<file path="config.mk">
export PLATFORM = sky130hd
export DESIGN_NAME = uart_frame_loader_flat
export DESIGN_NICKNAME = d
export VERILOG_FILES = /design/src/rtl/uart_frame_loader_if.sv /design/src/rtl/uart_frame_loader.sv /design/src/flat_wrapper.sv
export SDC_FILE = /design/constraint.sdc
export NUM_CORES = 1
export LEC_CHECK = 0
export BUFFER_PORTS_ARGS = -buffer_cell sky130_fd_sc_hd__buf_2
export CORE_MARGIN = 3
export CORE_UTILIZATION = 47
export DETAILED_ROUTE_END_ITERATION = 7
export GPL_TIMING_DRIVEN = 0
export MAX_ROUTING_LAYER = met4
export PLACE_DENSITY = 0.67
export SLEW_MARGIN = 15
export SYNTH_ARGS = -nofsm -noshare
export SYNTH_HDL_FRONTEND = slang
export SYNTH_SLANG_ARGS = --single-unit
</file>
<file path="constraint.sdc">
create_clock -name clk -period 2.9 [get_ports clk]
set_input_delay 0.29 -clock clk [delete_from_list [all_inputs] [get_ports clk]]
set_output_delay 0.29 -clock clk [all_outputs]
set_load 0.02 [all_outputs]
</file>
<file path="src/rtl/uart_frame_loader_if.sv">
// uart_frame_loader_if: PSDRAM write port (req/ack handshake with address and data)
interface uart_frame_loader_if #(
    parameter int ADDR_W = 23
);
    logic              mem_wr_req;
    logic              mem_wr_ack;
    logic [ADDR_W-1:0] mem_addr;
    logic [15:0]       mem_wdata;
    modport master(output mem_wr_req, mem_addr, mem_wdata, input mem_wr_ack);
    modport slave(input mem_wr_req, mem_addr, mem_wdata, output mem_wr_ack);
endinterface

</file>
<file path="src/rtl/uart_frame_loader.sv">
// uart_frame_loader: packs UART byte pairs into 16-bit words, buffers them and
// writes them to sequential PSDRAM addresses, wrapping once per frame.
module uart_frame_loader #(
    parameter int ADDR_W = 23,
    parameter int BASE_ADDR = 0,
    parameter int FRAME_WORDS = 307200,
    parameter int FIFO_DEPTH = 4,
    localparam int PW = $clog2(FIFO_DEPTH),
    localparam int LW = PW + 1
) (
    input  logic                     clk,
    input  logic                     RST,
    input  logic                     ValidData,
    input  logic [7:0]               ReceivedData,
    input  logic                     restart,
    uart_frame_loader_if.master      wr,
    output logic                     frame_done,
    output logic                     overflow,
    output logic [LW-1:0]            fifo_level
);
    localparam logic [ADDR_W-1:0] BASE = ADDR_W'(BASE_ADDR);
    localparam logic [ADDR_W-1:0] LAST = ADDR_W'(BASE_ADDR + FRAME_WORDS - 1);

    if ((longint'(BASE_ADDR) + longint'(FRAME_WORDS)) > (longint'(1) << ADDR_W) ||
        FIFO_DEPTH < 2 || (FIFO_DEPTH & (FIFO_DEPTH - 1)) != 0) begin : g_param_err
        $error("uart_frame_loader: invalid parameter combination");
    end

    typedef enum logic {IDLE, REQ} state_t;

    state_t            state_q, state_d;
    logic              v1_q, v2_q;
    logic              hi_q, hi_d;
    logic [7:0]        lo_q, lo_d;
    logic [15:0]       fifo_q [FIFO_DEPTH];
    logic [PW-1:0]     wp_q, wp_d, rp_q, rp_d;
    logic [LW-1:0]     cnt_q, cnt_d;
    logic              ovf_q, ovf_d;
    logic              req_q, req_d;
    logic [ADDR_W-1:0] addr_q, addr_d;
    logic [15:0]       wdata_q, wdata_d;
    logic              done_q, done_d;
    logic              cap, push, pop, full, wr_en, last;

    always_comb begin
        cap     = v1_q & ~v2_q;
        push    = cap & hi_q & ~restart;
        pop     = (state_q == REQ) & wr.mem_wr_ack & ~restart;
        full    = cnt_q == LW'(FIFO_DEPTH);
        wr_en   = push & (~full | pop);
        last    = addr_q == LAST;
        hi_d    = restart ? 1'b0 : (cap ? ~hi_q : hi_q);
        lo_d    = (cap & ~hi_q & ~restart) ? ReceivedData : lo_q;
        wp_d    = restart ? '0 : wp_q + PW'(wr_en);
        rp_d    = restart ? '0 : rp_q + PW'(pop);
        cnt_d   = restart ? '0 : cnt_q + LW'(wr_en) - LW'(pop);
        ovf_d   = ~restart & (ovf_q | (push & full & ~pop));
        state_d = state_q;
        req_d   = req_q;
        addr_d  = addr_q;
        wdata_d = wdata_q;
        done_d  = 1'b0;
        if (restart) begin
            state_d = IDLE;
            req_d   = 1'b0;
            addr_d  = BASE;
        end else if (state_q == IDLE && cnt_q != '0) begin
            state_d = REQ;
            req_d   = 1'b1;
            wdata_d = fifo_q[rp_q];
        end else if (pop) begin
            state_d = IDLE;
            req_d   = 1'b0;
            addr_d  = last ? BASE : addr_q + ADDR_W'(1);
            done_d  = last;
        end
    end

    always_ff @(posedge clk) begin
        if (RST) begin
            state_q <= IDLE;
            v1_q    <= 1'b0;
            v2_q    <= 1'b0;
            hi_q    <= 1'b0;
            lo_q    <= '0;
            wp_q    <= '0;
            rp_q    <= '0;
            cnt_q   <= '0;
            ovf_q   <= 1'b0;
            req_q   <= 1'b0;
            addr_q  <= BASE;
            wdata_q <= '0;
            done_q  <= 1'b0;
        end else begin
            state_q <= state_d;
            v1_q    <= ValidData;
            v2_q    <= v1_q;
            hi_q    <= hi_d;
            lo_q    <= lo_d;
            wp_q    <= wp_d;
            rp_q    <= rp_d;
            cnt_q   <= cnt_d;
            ovf_q   <= ovf_d;
            req_q   <= req_d;
            addr_q  <= addr_d;
            wdata_q <= wdata_d;
            done_q  <= done_d;
        end
    end

    // Storage carries no reset; occupancy and pointers alone define validity.
    always_ff @(posedge clk) begin
        if (wr_en) fifo_q[wp_q] <= {ReceivedData, lo_q};
    end

    assign wr.mem_wr_req = req_q;
    assign wr.mem_addr   = addr_q;
    assign wr.mem_wdata  = wdata_q;
    assign frame_done    = done_q;
    assign overflow      = ovf_q;
    assign fifo_level    = cnt_q;
endmodule

</file>
<file path="src/flat_wrapper.sv">
// flat-port wrapper written by rule: the top's interface ports become plain ports
module uart_frame_loader_flat 
#(
    parameter int ADDR_W = 23,
    parameter int BASE_ADDR = 0,
    parameter int FRAME_WORDS = 307200,
    parameter int FIFO_DEPTH = 4,
    localparam int PW = $clog2(FIFO_DEPTH),
    localparam int LW = PW + 1
)
  (clk, RST, ValidData, ReceivedData, restart, frame_done, overflow, fifo_level, wr_mem_wr_req, wr_mem_addr, wr_mem_wdata, wr_mem_wr_ack);
  uart_frame_loader_if #(.ADDR_W(ADDR_W)) wr_i ();
  input  logic clk;
  input  logic RST;
  input  logic ValidData;
  input  logic [7:0] ReceivedData;
  input  logic restart;
  output logic frame_done;
  output logic overflow;
  output logic [LW-1:0] fifo_level;
  output wire logic [$bits(wr_i.mem_wr_req)-1:0] wr_mem_wr_req;
  output wire logic [$bits(wr_i.mem_addr)-1:0] wr_mem_addr;
  output wire logic [$bits(wr_i.mem_wdata)-1:0] wr_mem_wdata;
  input wire logic [$bits(wr_i.mem_wr_ack)-1:0] wr_mem_wr_ack;
  assign wr_mem_wr_req = wr_i.mem_wr_req;
  assign wr_mem_addr = wr_i.mem_addr;
  assign wr_mem_wdata = wr_i.mem_wdata;
  assign wr_i.mem_wr_ack = wr_mem_wr_ack;
  uart_frame_loader #(.ADDR_W(ADDR_W), .BASE_ADDR(BASE_ADDR), .FRAME_WORDS(FRAME_WORDS), .FIFO_DEPTH(FIFO_DEPTH)) u_core (.clk(clk), .RST(RST), .ValidData(ValidData), .ReceivedData(ReceivedData), .restart(restart), .wr(wr_i), .frame_done(frame_done), .overflow(overflow), .fifo_level(fifo_level));
endmodule
</file>
Word-level counts from Yosys, hierarchy flattened
Memories as Yosys holds them, arrays and structs flattened. A register that Yosys moved wholly into a read port is not among the register bits.
Index checks and enable logic that the tools add are counted.

word-level totals
  flip-flop bits (word level) = 44
  RAM bits = 64
  bits of input ports = 13
  output and inout port bits = 45
  logic and storage cells = 51
  memories kept = 1

operators by class
  $add $sub $neg = 5
  eq/ne operators = 2
  multiplexer cells = 5
  bitwise operators = 20
  reduce and logical (&&, ||, !) cells = 7

memories
  memory         words  width  read ports  clocked after memory_dff  wr ports  RTL line                 source
  u_core.fifo_q  4      16     1           1                         1         uart_frame_loader.sv:35  logic [15:0] fifo_q [FIFO_DEPTH];

operators with widths
  operator                                                                  count
  23-bit by 1-bit adder with 23-bit output (second input constant)          1
  23-bit by 19-bit equality test with 1-bit output (second input constant)  1
  23-bit two-way mux                                                        1
  1-bit AND                                                                 11
  1-bit NOT                                                                 7
  2-bit by 1-bit adder with 2-bit output                                    2
  1-bit two-way mux                                                         4
  2-bit AND reduction                                                       2
  4-bit OR reduction                                                        1
  3-bit by 1-bit adder with 3-bit output                                    1
  3-bit equality test (second input constant)                               1
  3-bit nonzero test                                                        1
  3-bit by 1-bit subtractor with 3-bit output                               1
  1-bit bitwise OR                                                          2
  2-bit nonzero test                                                        1
  2-bit OR reduction                                                        1
  1-bit logical AND                                                         1

Logic depth before layout (Yosys ltp)
  depth after elaboration = 8
  depth in mapped cells = 11

Least setup slack after synthesis
OpenSTA, ideal clock, no wires.

  path kind = register to register
  from = reg, netlist name u_core.wr.mem_wr_req
  to = mem u_core.fifo_q[1][0] (enable)
  setup time = 0.413 ns
  data arrival time = 2.350 ns
  data required time = 2.487 ns
  slack = 0.137 ns
  stages on the path, launching flop included = 6
  buffers on the path = 1
  period minus slack after synthesis = 2.763 ns
  cells stage by stage = dfxtp_1 -> buf_2 -> nand3b_1 -> nand3_1 -> nand2_1 -> nor3b_1

RTL lines
  element           RTL line
  end: declaration  uart_frame_loader.sv:35

==> impl_metrics.py <==
metrics = {
    "run_status": {
        "status": "finished, final reports clean",
    },
    "synth": {
        "syn_area_per_cell_sq_um": 12.6,
        "synth_simple_gate_area_frac": 0.164,
        "synth_edf_count": 64,
        "yosys-top-cells-area": "edfxtp_1 (39%), dfxtp_1 (25%), mux4_2 (7.4%), nand2_1 (4.8%), a21oi_1 (3.9%)",
        "synth_most_common_cell": "edfxtp_1",
        "synth_xor_xnor_area_share": 0.0251,
        "syn_area_sq_um": 4880,
        "yosys.area.top_type": "edfxtp_1",
        "synth_nets": 404,
        "ys_top_cells_by_count": "edfxtp_1 (64), nand2_1 (63), dfxtp_1 (60)",
        "ys.warnings.count": 0,
        "synthMuxAreaShare": 0.0739,
        "ys_async_sr_fraction": 0,
        "synth_compound_area_frac": 0.0613,
        "syn-instance-count": 387,
        "yosysTopAreaCellShare": 0.394,
        "synth_flop_cell": "edfxtp_1",
        "synth_top_family_by_area": "simple AND/OR/NAND/NOR gates",
        "yosys.area_share.adder": 0.0118,
        "ys_seq_elements": 124,
        "synth-seq-area-share": 0.640,
        "ys_types": 47,
    },
    "grt": {
        "grt_max_degree": 17,
        "grt-ovfl-total": 0,
        "grt_pass1_wl_um": 17300,
        "grt_pass1_vias": 3391,
        "antenna_found_initial": 0,
        "grt_util_all_layers": 0.205,
    },
    "sta": {
        "finalCriticalPeriod_ns": 2.43,
        "rsz0062_at_grt": "false",
        "tightest_slew_ns": 1.02,
        "final.period_utilization": 0.837,
        "finalSetupViolCount": 0,
        "clock_skew_ns": 0.0123,
        "setup-tns-final_ns": 0,
        "slew-limit-headroom": 0.314,
        "report.final.slew_viol_count": 0,
        "hold_viol_final": 0,
        "max_freq_mhz": 412,
    },
    "worst_setup_path": {
        "crit_start": "u_core.wr.mem_wr_req",
        "crit_required_ns": 3.04,
        "r2r_cells": 6,
        "start_kind": "flip-flop",
        "worstPathArrival_ns": 2.56,
        "rr_endpoint": "u_core.fifo_q[3][5]",
        "cp-end-kind": "flip-flop",
        "crit_fanout": 16,
        "r2r_slack_ns": 0.47,
        "r2r_start": "u_core.wr.mem_wr_req",
        "crit_type": "flip-flop to flip-flop",
    },
    "drt": {
        "first_iter_violations": 224,
        "first_pass_iters": 4,
        "vias": 3347,
        "drtAntennaViolNets": 0,
        "drt-total-wl_um": 10600,
        "drc_errors": 0,
        "wl_per_cell_um": 17.2,
        "viasPerCell": 5.42,
    },
    "place": {
        "placed_cell_area_sq_um": 5370,
        "gp_congestion": 0.827,
        "dp_hpwl_um": 7120,
        "place_inst": 579,
        "port_buffers": 56,
    },
    "cts": {
        "clk_latency_ns": 0.52,
        "cts.sink_count": 124,
        "cts.htree.levels": 4,
        "cts.repair.resized": 0,
        "clk_pin_slew_ns": 0.06,
        "clockRootBuffer": "clkbuf_8",
        "cts_tree": "yes",
        "cts_buffers": 17,
        "clockBufferDepth": 2,
    },
    "min_path": {
        "min_path_type": "input pin to flip-flop",
        "min_to": "u_core.fifo_q[0][14]",
        "min_from": "ReceivedData[6]",
        "whs_path_depth": 1,
    },
    "floorplanning": {
        "fp-row-count": 36,
        "die_area_sq_um": 11600,
        "start_util": 0.490,
        "die_h_um": 108,
        "die_x_um": 108,
        "core_area_sq_um": 9950,
        "pin_count": 58,
    },
    "cells_and_area": {
        "drive_gt1_frac": 0.275,
        "utilization": 0.602,
        "n_antenna_cell": 0,
        "syn_to_final_growth_pct": 22.9,
        "fin_cells": 617,
        "fillCellCount": 824,
        "final_area_sq_um": 5990,
        "final_nets": 488,
    },
    "power": {
        "leakage_nw": 2.18,
        "peakVddDrop_uv": 420,
        "power_density_nw_per_um2": 646,
    },
    "job": {
        "maxCapViolCount": 0,
    },
}
[cells in the final DEF, fill, tap and decap left out, types with 2 or more instances in the layout]
cell / instances
nor3b_2: 2
mux4_2: 16
dlygate4sd3_1: 6
clkinvlp_4: 4
ha_1: 3
clkbuf_16: 16
inv_1: 4
xnor2_1: 8
edfxtp_1: 64
and2_1: 3
o21ai_0: 9
nor4_1: 4
clkbuf_8: 2
a21oi_1: 38
clkbuf_1: 6
nor4b_1: 2
nor2b_1: 3
or4_1: 5
nand2_1: 63
buf_6: 6
nor3_1: 4
nand4_1: 9
buf_2: 63
o31ai_1: 5
dfxtp_1: 60
xor2_1: 6
inv_6: 5
nand3_1: 13
clkinv_4: 3
nor2_1: 17
and3_1: 3
or3_1: 8
[report_power, final]
group	total (mW)	switching, mW	internal [mW]
registers	1.85	0.00611	1.85
logic	0.0614	0.0381	0.0233
clock network	1.96	0.787	1.17
[per-layer routing]
metal | vias to the layer above | share of wire | GRT usage
li1 | 1611 | - | -
met3 | 2 | 0.053 | 0.0582
met5 | - | 0 | -
met2 | 79 | 0.51 | 0.335
met1 | 1655 | 0.43 | 0.247
met4 | 0 | 0.0038 | 0.0667
[worst max path at each step]
stage | slack [ns] | depth (start not counted) | endpoint
floorplan | 0.14 | 5 | u_core.fifo_q[1][0]
global placement | -0.80 | 5 | u_core.fifo_q[1][14]
detailed placement | 0.45 | 6 | u_core.fifo_q[3][2]
CTS | 0.44 | 6 | u_core.fifo_q[3][5]
global route | 0.23 | 6 | u_core.fifo_q[3][5]
finish | 0.47 | 6 | u_core.fifo_q[3][5]
[area by class of cell]
type                       instances  area [sq um]  share of cell area
buffer                            18           103              0.0171
clock buffer                      18           428              0.0714
clock inverter                    14           135              0.0225
inverter                           4          15.0             0.00250
multi-input combinational        241          1650               0.275
sequential                       124          3120               0.521
tap                              133           166              0.0278
timing repair buffer              65           374              0.0624
[critical path: stages (launching register included)]
cell and delay (ns):
dfxtp_1 0.31, buf_2 0.16, nand3b_1 0.32, nand3_1 0.19
nand2_1 0.13, inv_1 0.16, and3_1 0.77
[stage by stage]
stage	setup slack, ns	hold WS [ns]	power [mW]
after floorplan	0.137	0.389	1.92
after global placement	-0.797	0.441	1.94
after detailed placement	0.453	0.444	1.94
after CTS	0.437	0.00126	3.90
after global routing	0.231	0.00879	3.98
final	0.473	0.0187	3.87
[what timing repair did]
action | CTS | global route
buffers inserted | 0 | 0
hold buffers | 6 | 0
hold endpoints to repair | 21 | 0
endpoints found under the setup margin | 0 | 0
[state kept, by name (all words and copies together) (netlist names)]
register and flops:
u_core.wp_q 2, u_core.fifo_level 3, u_core.v2_q 1, u_core.lo_q 8, u_core.wr.mem_wdata 16, u_core.v1_q 1, u_core.hi_q 1, u_core.rp_q 2
u_core.overflow 1, u_core.wr.mem_wr_req 1, u_core.fifo_q 64, u_core.frame_done 1, u_core.wr.mem_addr 23
[kinds of logic after synthesis]
group | Yosys count
xor+xnor | 14
simple gates | 152
compound gates | 55
flops | 124
fa+ha+maj | 4
mux | 16
buf+inv | 22
(Power assumes the default switching activity.)
